## config.mk

```make
export PLATFORM = sky130hd
export DESIGN_NAME = ram_scan_bist
export DESIGN_NICKNAME = d
export VERILOG_FILES = /design/src/rtl/ram_scan_bist.sv
export SDC_FILE = /design/constraint.sdc
export NUM_CORES = 1
export LEC_CHECK = 0
export CAP_MARGIN = 20
export CORE_ASPECT_RATIO = 1.5
export CORE_MARGIN = 3
export CORE_UTILIZATION = 40
export CTS_CLUSTER_SIZE = 24
export DETAILED_ROUTE_END_ITERATION = 12
export DONT_BUFFER_PORTS = 1
export GPL_TIMING_DRIVEN = 0
export PLACE_DENSITY = 0.64
export SYNTH_ARGS = -nofsm -noshare
export SYNTH_HDL_FRONTEND = slang
export SYNTH_SLANG_ARGS = --single-unit
```

## constraint.sdc

```tcl
create_clock -name clk -period 4.4 [get_ports clk]
set_input_delay 0.66 -clock clk [delete_from_list [all_inputs] [get_ports clk]]
set_output_delay 0.66 -clock clk [all_outputs]
set_load 0.05 [all_outputs]
```

## src/rtl/ram_scan_bist.sv

```systemverilog
// RAM scan / built-in self-test engine: drives a RAM through fill/verify or March C- sequences,
// compares every read word and records the first failure plus a saturating error count.
module ram_scan_bist #(
    parameter int ADDR_WIDTH = 16,
    parameter int DATA_WIDTH = 8,
    parameter int LAST_ADDR  = 2**ADDR_WIDTH - 1
) (
    input  logic                  clk,
    input  logic                  _mr,
    input  logic                  start,
    input  logic [1:0]            mode,
    input  logic                  stop_on_fail,
    input  logic                  abort,
    output logic                  busy,
    output logic                  done,
    output logic                  pass,
    output logic [15:0]           error_count,
    output logic [ADDR_WIDTH-1:0] fail_addr,
    output logic [DATA_WIDTH-1:0] fail_expected,
    output logic [DATA_WIDTH-1:0] fail_actual,
    output logic [ADDR_WIDTH-1:0] ram_addr,
    output logic [DATA_WIDTH-1:0] ram_wdata,
    output logic                  _ram_we,
    output logic                  _ram_oe,
    input  logic [DATA_WIDTH-1:0] ram_rdata
);

    typedef enum logic [2:0] {S_IDLE, S_FILL, S_VERIFY, S_MARCH, S_DONE} state_e;

    localparam logic [ADDR_WIDTH-1:0] LAST = ADDR_WIDTH'(LAST_ADDR);
    localparam logic [DATA_WIDTH-1:0] ZERO = '0;
    localparam logic [DATA_WIDTH-1:0] ONES = '1;

    function automatic logic [DATA_WIDTH-1:0] pattern(input logic [1:0] m,
                                                      input logic [ADDR_WIDTH-1:0] a);
        logic [DATA_WIDTH-1:0] v;
        v = '0;
        case (m)
            2'd0: v = DATA_WIDTH'(a);
            2'd1: v = ~DATA_WIDTH'(a);
            2'd2: for (int i = 0; i < DATA_WIDTH; i++) v[i] = a[0] ? (i % 2 == 1) : (i % 2 == 0);
            default: v = '0;
        endcase
        return v;
    endfunction

    state_e                state_q, state_d;
    logic [1:0]            mode_q, mode_d;
    logic                  sof_q, sof_d;
    logic [2:0]            elem_q, elem_d;
    logic [ADDR_WIDTH-1:0] addr_q, addr_d;
    logic [DATA_WIDTH-1:0] wdata_q, wdata_d;
    logic                  we_n_q, we_n_d, oe_n_q, oe_n_d;
    logic [15:0]           err_q, err_d;
    logic [ADDR_WIDTH-1:0] fail_addr_q, fail_addr_d;
    logic [DATA_WIDTH-1:0] fail_exp_q, fail_exp_d, fail_act_q, fail_act_d;
    logic                  pass_q, pass_d;

    logic                  busy_w, mismatch, elem_up, at_end;
    logic [DATA_WIDTH-1:0] cur_exp;

    assign busy_w = (state_q == S_FILL) || (state_q == S_VERIFY) || (state_q == S_MARCH);

    // Expected word of the read now on the bus: P(a) in VERIFY, O for M2/M4 reads, Z otherwise.
    assign cur_exp  = (state_q == S_VERIFY) ? pattern(mode_q, addr_q)
                    : ((elem_q == 3'd2) || (elem_q == 3'd4)) ? ONES : ZERO;
    assign mismatch = busy_w && !oe_n_q && (ram_rdata != cur_exp);
    assign elem_up  = !((elem_q == 3'd3) || (elem_q == 3'd4));
    assign at_end   = elem_up ? (addr_q == LAST) : (addr_q == '0);

    always_comb begin
        // NOTE: every next-state variable gets its hold value first, so no path infers a latch.
        state_d     = state_q;
        mode_d      = mode_q;
        sof_d       = sof_q;
        elem_d      = elem_q;
        addr_d      = addr_q;
        wdata_d     = wdata_q;
        we_n_d      = we_n_q;
        oe_n_d      = oe_n_q;
        err_d       = err_q;
        fail_addr_d = fail_addr_q;
        fail_exp_d  = fail_exp_q;
        fail_act_d  = fail_act_q;
        pass_d      = pass_q;

        if (!busy_w) begin
            if (start) begin
                mode_d      = mode;
                sof_d       = stop_on_fail;
                elem_d      = '0;
                addr_d      = '0;
                we_n_d      = 1'b0;
                oe_n_d      = 1'b1;
                err_d       = '0;
                fail_addr_d = '0;
                fail_exp_d  = '0;
                fail_act_d  = '0;
                pass_d      = 1'b0;
                state_d     = (mode == 2'd3) ? S_MARCH : S_FILL;
                wdata_d     = (mode == 2'd3) ? ZERO : pattern(mode, '0);
            end
        end else begin
            if (mismatch) begin
                if (err_q != 16'hFFFF) err_d = err_q + 16'd1;
                if (err_q == '0) begin
                    fail_addr_d = addr_q;
                    fail_exp_d  = cur_exp;
                    fail_act_d  = ram_rdata;
                end
            end

            case (state_q)
                S_FILL: begin
                    if (addr_q == LAST) begin
                        state_d = S_VERIFY;
                        addr_d  = '0;
                        we_n_d  = 1'b1;
                        oe_n_d  = 1'b0;
                    end else begin
                        addr_d  = addr_q + 1'b1;
                        wdata_d = pattern(mode_q, addr_q + 1'b1);
                    end
                end
                S_VERIFY: begin
                    if ((mismatch && sof_q) || (addr_q == LAST)) state_d = S_DONE;
                    else                                         addr_d  = addr_q + 1'b1;
                end
                default: begin
                    if (mismatch && sof_q) begin
                        state_d = S_DONE;
                    end else if (!oe_n_q && (elem_q != 3'd5)) begin
                        // Read half of a read-write element; write the same address next.
                        we_n_d  = 1'b0;
                        oe_n_d  = 1'b1;
                        wdata_d = ((elem_q == 3'd1) || (elem_q == 3'd3)) ? ONES : ZERO;
                    end else if (at_end) begin
                        if (elem_q == 3'd5) begin
                            state_d = S_DONE;
                        end else begin
                            elem_d = elem_q + 3'd1;
                            addr_d = ((elem_q == 3'd2) || (elem_q == 3'd3)) ? LAST : '0;
                            we_n_d = 1'b1;
                            oe_n_d = 1'b0;
                        end
                    end else begin
                        addr_d = elem_up ? addr_q + 1'b1 : addr_q - 1'b1;
                        we_n_d = (elem_q != 3'd0);
                        oe_n_d = (elem_q == 3'd0);
                    end
                end
            endcase

            if (state_d == S_DONE) begin
                we_n_d = 1'b1;
                oe_n_d = 1'b1;
                pass_d = (err_d == '0);
            end

            if (abort) begin
                state_d     = S_IDLE;
                we_n_d      = 1'b1;
                oe_n_d      = 1'b1;
                pass_d      = 1'b0;
                err_d       = err_q;
                fail_addr_d = fail_addr_q;
                fail_exp_d  = fail_exp_q;
                fail_act_d  = fail_act_q;
            end
        end
    end

    // NOTE: sequential state is updated with non-blocking assignments only.
    always_ff @(posedge clk or negedge _mr) begin
        if (!_mr) begin
            state_q     <= S_IDLE;
            mode_q      <= '0;
            sof_q       <= 1'b0;
            elem_q      <= '0;
            addr_q      <= '0;
            wdata_q     <= '0;
            we_n_q      <= 1'b1;
            oe_n_q      <= 1'b1;
            err_q       <= '0;
            fail_addr_q <= '0;
            fail_exp_q  <= '0;
            fail_act_q  <= '0;
            pass_q      <= 1'b0;
        end else begin
            state_q     <= state_d;
            mode_q      <= mode_d;
            sof_q       <= sof_d;
            elem_q      <= elem_d;
            addr_q      <= addr_d;
            wdata_q     <= wdata_d;
            we_n_q      <= we_n_d;
            oe_n_q      <= oe_n_d;
            err_q       <= err_d;
            fail_addr_q <= fail_addr_d;
            fail_exp_q  <= fail_exp_d;
            fail_act_q  <= fail_act_d;
            pass_q      <= pass_d;
        end
    end

    assign busy          = busy_w;
    assign done          = (state_q == S_DONE);
    assign pass          = pass_q;
    assign error_count   = err_q;
    assign fail_addr     = fail_addr_q;
    assign fail_expected = fail_exp_q;
    assign fail_actual   = fail_act_q;
    assign ram_addr      = addr_q;
    assign ram_wdata     = wdata_q;
    assign _ram_we       = we_n_q;
    assign _ram_oe       = oe_n_q;

endmodule
```

# Yosys cells after proc, flatten, opt, wreduce, memory -nomap -nowiden

Cells that the tools add are included.
Widths: inputs -> output; s select.

Register bits: 84
Input bits: 15
Output and inout bits: 77
Word-level logic and storage cells: 177

Add/sub/neg operators: 4
Equality and inequality tests: 40
Multiplexer cells: 89
Bitwise operators: 3
Reductions and logical operators: 28

Operators with widths:

| kind                  | number |
|---|---|
| $mux 16               | 19 |
| $mux 8                | 18 |
| $mux 3                | 17 |
| $logic_not 16->1      | 3 |
| $pmux 8 s3            | 2 |
| $add 16x1->16 const B | 2 |
| $pmux 16 s2           | 1 |
| $pmux 8 s2            | 2 |
| $mux 1                | 26 |
| $eq 16x16->1 const B  | 1 |
| $ne 16x16->1 const B  | 1 |
| $not 8->8             | 2 |
| $sub 16x1->16 const B | 1 |
| $reduce_and 5->1      | 3 |
| $eq 3x2->1 const B    | 4 |
| $eq 3x3->1 const B    | 4 |
| $ne 2x2->1 const B    | 6 |
| $ne 3x3->1 const B    | 4 |
| $ne 4x4->1 const B    | 2 |
| $ne 8x8->1            | 1 |
| $logic_or 1x1->1      | 7 |
| $ne 7x6->1 const B    | 1 |
| $eq 2x2->1 const B    | 3 |
| $eq 3x1->1 const B    | 2 |
| 23 further kinds      | 32 |

# Logic depth before layout (Yosys ltp)

Depth after elaboration: 15
Gate-level depth with buffers: 14
Gate-level depth less buffers: 11

# Least setup slack after synthesis

OpenSTA, ideal clock, no wires.

Path kind: reg-to-reg
Start point: register addr_q[9], in the netlist ram_addr[9]
End point: register addr_q[10], in the netlist ram_addr[10]
Library setup time: 0.121 ns
Data arrival time: 3.332 ns
Data required time: 4.279 ns
Path slack: 0.947 ns
Stages on the path, launching flop included: 12
Buffers on the path: 2
Clock period less this slack: 3.453 ns
Cell sequence: dfrtp_1 clkbuf_1 or4_1 or3_1 or4_1 o21ai_0 and2_1 clkbuf_2 nor3_1 a21oi_1 o21ai_0 a22o_1

Word-level cells in the longest chain between the ends: 7
Elaborated cells on any way between the ends: 17

RTL lines:

| what                                        | RTL line      | RTL |
|---|---|---|
| from (decl)                                 | 51            | `logic [ADDR_WIDTH-1:0] addr_q, addr_d;` |
| from (signal assigned)                      | 194           | `addr_q <= addr_d;` |
| $add 16x1->16, or another cell as far along | 121, 127, 147 |  |
| $mux 16 or $mux 1 (tied branches)           | 147, 69       |  |
| $mux 16                                     | 137           | `end else if (at_end) begin` |
| $mux 16                                     | 132           | `end else if (!oe_n_q && (elem_q != 3'd5)) begin` |
| $mux 16                                     | 130           | `if (mismatch && sof_q) begin` |
| $pmux 16 s2                                 | 113           | `case (state_q)` |
| $mux 16                                     | 87            | `if (!busy_w) begin` |

Several ways; a longest one is shown, not always the timed one. The select of a mux whose other input is x is not followed.
A chain may end at the register's enable or synchronous reset.

# Final worst setup path

Start point: register elem_q[0]
End point: register addr_q[8], in the netlist ram_addr[8]

Word-level cells in the longest chain between the ends: 10
Elaborated cells on any way between the ends: 29

RTL lines:

| what                                     | RTL line    | RTL |
|---|---|---|
| from (decl)                              | 50          | `logic [2:0] elem_q, elem_d;` |
| from (signal assigned)                   | 193         | `elem_q <= elem_d;` |
| $eq 3x2->1 or $eq 3x3->1 (tied branches) | 66, 142, 68 |  |
| $logic_or 1x1->1                         | 66          | `: ((elem_q == 3'd2) \|\| (elem_q == 3'd4)) ? ONES : ZERO;` |
| $mux 8                                   | 66          |  |
| $mux 8                                   | 65          | `assign cur_exp = (state_q == S_VERIFY) ? pattern(mode_q, addr_q)` |
| $ne 8x8->1                               | 67          | `assign mismatch = busy_w && !oe_n_q && (ram_rdata != cur_exp);` |
| $logic_and 1x1->1                        | 67          |  |
| $logic_and 1x1->1                        | 126, 130    |  |
| $logic_or 1x1->1                         | 126         | `if ((mismatch && sof_q) \|\| (addr_q == LAST)) state_d = S_DONE;` |
| $ne 3x3->1 (no line)                     | -           |  |
| $reduce_and 5->1 (no line)               | -           |  |

Several ways; a longest one is shown, not always the timed one. The select of a mux whose other input is x is not followed.

==> Flow_metrics.wiki <==
{| class="wikitable"
! Metric !! Value
|-
| Status || finished, final reports clean
|-
| Max cap viols || 0
|-
| Sw power || 2670 uW
|-
| Finished Layout Cells || approximately 980
|-
| Top library cells by usage in the layout, fill and taps aside || sky130_fd_sc_hd__nand2_1, sky130_fd_sc_hd__dfrtp_1, sky130_fd_sc_hd__o21ai_0
|-
| Fraction of the mapped netlist area in simple logic gates || around a quarter
|-
| Num rows || 54
|-
| Worst R2R End || ram_addr[8]
|-
| Highest attainable clock frequency || between 200 and 250 MHz
|-
| Flop2flop setup slack || about 0.13 ns
|-
| Leakage power figure || 0.00273 uW
|-
| Final hold viol count || 0
|-
| Final Slew Violations || 0
|-
| Nets@finish || ~800
|-
| Worst Skew || 0.00599 ns
|-
| Maximum clock path buffer count || 2
|-
| Weighted congestion reported at the end of routability-driven placement || just over 0.9
|-
| I/O Buffers || 0
|-
| Post-synthesis average cell area || between 7 and 8 um^2
|-
| CP Buf/Inv Count || 4
|-
| Most common cell after layout, fill and taps aside || sky130_fd_sc_hd__nand2_1
|-
| Count of clock tree sinks || 84
|-
| Stage delay of the slowest cell on the critical path || 0.59 ns
|-
| Category of the critical setup timing path || flip-flop to flip-flop
|-
| Antenna violation net count after detailed routing || 0
|-
| Initial core utilization || 41.1%
|-
| Netlist area before placement || 6000 um^2
|-
| Comb power frac || approximately half
|-
| Proportion of synthesized flip-flops having asynchronous set or reset || between 90% and 100%
|-
| Total area of multi-input combinational cells || 3590 um^2
|-
| # placed instances || roughly 960
|-
| Half-perimeter wire length after detailed placement || around 14000 um
|-
| Type of element launching the critical path || flip-flop
|-
| Kind of cell adding the most delay to the critical path || simple AND/OR/NAND/NOR gates
|-
| Largest family of logic cells by synthesized area || simple AND/OR/NAND/NOR gates
|-
| Largest net degree at the start of global routing || 75
|-
| Via count of the first global-routing pass || 5631
|-
| Drt total wl || 18500 um
|-
| Fraction of the yosys area taken by sequential cells || a little over a third
|-
| Worst slew slack as a fraction of its limit || 37.8%
|-
| WP depth || 14
|-
| Library cell appearing most often on the critical path || sky130_fd_sc_hd__buf_6
|-
| Final number of setup-violating endpoints || 0
|-
| Vias after detailed routing || a little under 6000
|-
| IO Count || 92
|-
| CTS tree || done
|-
| Drt drc || 0
|-
| Post-CTS setup repair buffer count || 0
|-
| Root Driver || sky130_fd_sc_hd__clkbuf_16
|-
| Cells along the critical path || inv_1 -> ha_1 -> mux2i_1 -> and2_1 -> buf_6 -> nor3_1 -> nor4b_1 -> and4_4 -> buf_6 -> o21ai_1 -> a211oi_2 -> buf_2 -> o21ai_0 -> o2bb2ai_1
|-
| Design internal power || 2440 uW
|-
| Number of cells traversed by the worst register-to-register path || 14
|-
| Timing endpoint of the critical path || ram_addr[8]
|-
| Clock transition at the registers of the reported paths || ~0.060 ns
|-
| Global-route total usage across every layer || between 20% and 30%
|-
| XOR/XNOR Fraction of Synth Area || 5.11%
|-
| Syn-to-layout area delta || 10.5%
|-
| Share of the cycle needed by the critical path after routing || between 90% and 100%
|-
| Maximum ir drop on the vdd rail || about 0.00031 V
|-
| Fill cell count || 1528
|-
| Most used flip-flop cell after synthesis || sky130_fd_sc_hd__dfrtp_1
|-
| Critical-path cell with the highest stage delay || sky130_fd_sc_hd__nor4b_1
|-
| Setup repair after global routing missed its margin || false
|-
| Initial antenna violation count || 0
|-
| Inserted Diodes || 0
|-
| Syn. warnings || 0
|-
| Proportion of synthesized area in mux cells || about 2.5%
|-
| DIE HEIGHT || about 160 um
|-
| Floorplan Core Area || about 15000 um^2
|-
| Slew at the pin with the worst max-slew slack || roughly 0.93 ns
|-
| Leftover overflow at the end of global routing || 0
|-
| Compound-Gate Fraction of Synth Area || a little under a quarter
|-
| Synth Area in Adders || under 10%
|-
| TritonCTS buffer count || 9
|-
| Clock latency on the worst-skew pair || 0.34 ns
|-
| Maximum fanout count along the critical path || 10
|-
| Reg2Reg Launch Point || elem_q[0]
|-
| Storage cell area || roughly 2100 um^2
|-
| Cells after synthesis || between 700 and 800
|-
| Nets in the synthesized netlist || just under 800
|-
| Sort of element at the end of the critical path || flip-flop
|-
| Proportion of layout cells with a drive suffix above 1 || between 5 and 6%
|-
| Pre-antenna DRT Iters || 5
|-
| Post-layout min period || ~4.3 ns
|-
| Global-route wire length before repair || 29700 um
|-
| CTS H-tree depth || 3
|-
| Part of the power in the clock network || between 15 and 20%
|-
| Post-synth EDFFs || 0
|-
| Relative contribution of sequential cells to total power || about a third
|-
| Vias per cell || just over 6
|-
| Die area || ~17000 um^2
|-
| Setup total negative slack || 0 ns
|-
| Data required, critical path || 4.61 ns
|-
| Number of synthesized register bits || between 80 and 90
|-
| Mean routed wirelength per cell || between 15 and 20 um
|-
| Min-delay worst type || primary input to asynchronous set/reset pin
|-
| Netlist cell types || 70
|-
| Data arrival time of the critical path || 4.48 ns
|-
| Horizontal extent of the die || between 100 and 150 um
|-
| Timing startpoint of the critical path || elem_q[0]
|-
| Switching share of total power || between 50% and 60%
|-
| Number of DRC markers after the initial detailed-route iteration || 404
|-
| PwrDens || approximately 770 nW/um^2
|}
registers in the layout (all words and copies together) (netlist names):
| name | flops |
|---|---|
| sof_q | 1 |
| pass | 1 |
| _ram_we | 1 |
| ram_wdata | 8 |
| ram_addr | 16 |
| fail_expected | 8 |
| fail_addr | 16 |
| state_q | 3 |
| mode_q | 2 |
| elem_q | 3 |
| fail_actual | 8 |
| error_count | 16 |
| _ram_oe | 1 |
area by class of cell:
| class | count | share of cell area, % |
|---|---|---|
| Buffer | 62 | 3.83 |
| Clock buffer | 10 | 3.60 |
| Clock inverter | 6 | 1.68 |
| Inverter | 16 | 0.905 |
| Multi-Input combinational cell | 599 | 54.2 |
| Sequential cell | 84 | 31.7 |
| Tap cell | 196 | 3.70 |
| Timing Repair Buffer | 3 | 0.415 |
synth_stat cells, types with 7 or more instances:
master	instances	area, um^2
sky130_fd_sc_hd__ha_1	11	138
sky130_fd_sc_hd__xnor2_1	23	201
sky130_fd_sc_hd__mux2i_1	8	80.1
sky130_fd_sc_hd__inv_1	15	56.3
sky130_fd_sc_hd__nand2b_1	12	75.1
sky130_fd_sc_hd__o21a_1	7	52.6
sky130_fd_sc_hd__nand3_1	61	305
sky130_fd_sc_hd__dfrtp_1	82	2050
sky130_fd_sc_hd__o31ai_1	10	75.1
sky130_fd_sc_hd__or4_1	8	60.1
sky130_fd_sc_hd__xor2_1	12	105
sky130_fd_sc_hd__nor2_1	53	199
sky130_fd_sc_hd__a21boi_0	7	52.6
sky130_fd_sc_hd__or3_1	13	81.3
sky130_fd_sc_hd__a21oi_1	45	225
sky130_fd_sc_hd__a31oi_1	9	56.3
sky130_fd_sc_hd__o21ai_0	72	360
sky130_fd_sc_hd__nor3_1	20	100
sky130_fd_sc_hd__o22ai_1	16	100
sky130_fd_sc_hd__nand2_1	92	345
sky130_fd_sc_hd__and3_1	14	87.6
sky130_fd_sc_hd__clkbuf_1	52	195
worst register-to-register path, cell delays in order, from the launching register on:
cell	delay, ns
sky130_fd_sc_hd__dfrtp_1	0.37
sky130_fd_sc_hd__inv_1	0.10
sky130_fd_sc_hd__ha_1	0.26
sky130_fd_sc_hd__mux2i_1	0.48
sky130_fd_sc_hd__and2_1	0.22
sky130_fd_sc_hd__buf_6	0.12
sky130_fd_sc_hd__nor3_1	0.05
sky130_fd_sc_hd__nor4b_1	0.59
sky130_fd_sc_hd__and4_4	0.41
sky130_fd_sc_hd__buf_6	0.16
sky130_fd_sc_hd__o21ai_1	0.15
sky130_fd_sc_hd__a211oi_2	0.55
sky130_fd_sc_hd__buf_2	0.34
sky130_fd_sc_hd__o21ai_0	0.17
sky130_fd_sc_hd__o2bb2ai_1	0.17
per-stage QoR:
stage / hold WS, ns / setup slack (ns) / cell area (um^2) / power [uW] / utilization (%)
finish: 0.0116 / 0.128 / 6640 / 5100 / 45.5
global route: 0.00213 / 0.0306 / 6640 / 5440 / 45.5
CTS: 0.0000664 / 0.199 / 6610 / 5070 / 45.3
detailed placement: 0.366 / 0.209 / 6250 / 4160 / 42.8
global placement: 0.366 / 0.176 / 6250 / 4140 / 42.8
floorplan: 0.364 / 0.947 / 6000 / 3500 / -
cell families after synthesis:
| kind of cell | count (synthesis) |
|---|---|
| xor gates and xnor gates | 35 |
| and+or+nand+nor | 313 |
| AOI/OAI and AO/OA | 226 |
| buffers and inverters | 78 |
| adders and majority gates | 11 |
| DFF | 84 |
| muxes | 14 |
worst min-delay path by stage:
stage,cells after the start,slack [ns],from,end
global route,0,0.002,_mr,ram_addr[8]
CTS,0,0.00007,_mr,fail_actual[5]
finish,0,0.01,_mr,fail_expected[7]
global placement,0,0.37,_mr,fail_actual[3]
floorplan,0,0.36,_mr,elem_q[0]
detailed placement,0,0.37,_mr,fail_actual[3]
power by group through the flow:
stage          clock network (uW)  registers (uW)  logic (uW)
2_1_floorplan                   0            1570        1930
3_3_place_gp                    0            1640        2500
3_5_place_dp                    0            1640        2520
4_1_cts                       905            1630        2540
5_1_grt                       933            1650        2860
6_report                      888            1620        2590
per-layer routing:
layer,GRT usage (%),wire [um],vias up
met5,0,0,-
met4,8.77,543,0
met3,5.13,1250,41
met2,40.0,9520,222
met1,25.6,7230,2849
li1,-,-,2813
repair_timing:
item,in CTS,in global routing
endpoints found under the setup margin,0,12
hold buffers,1,1
resized for setup,0,1
endpoints found under the hold margin,11,6
(Power assumes the default switching activity.)
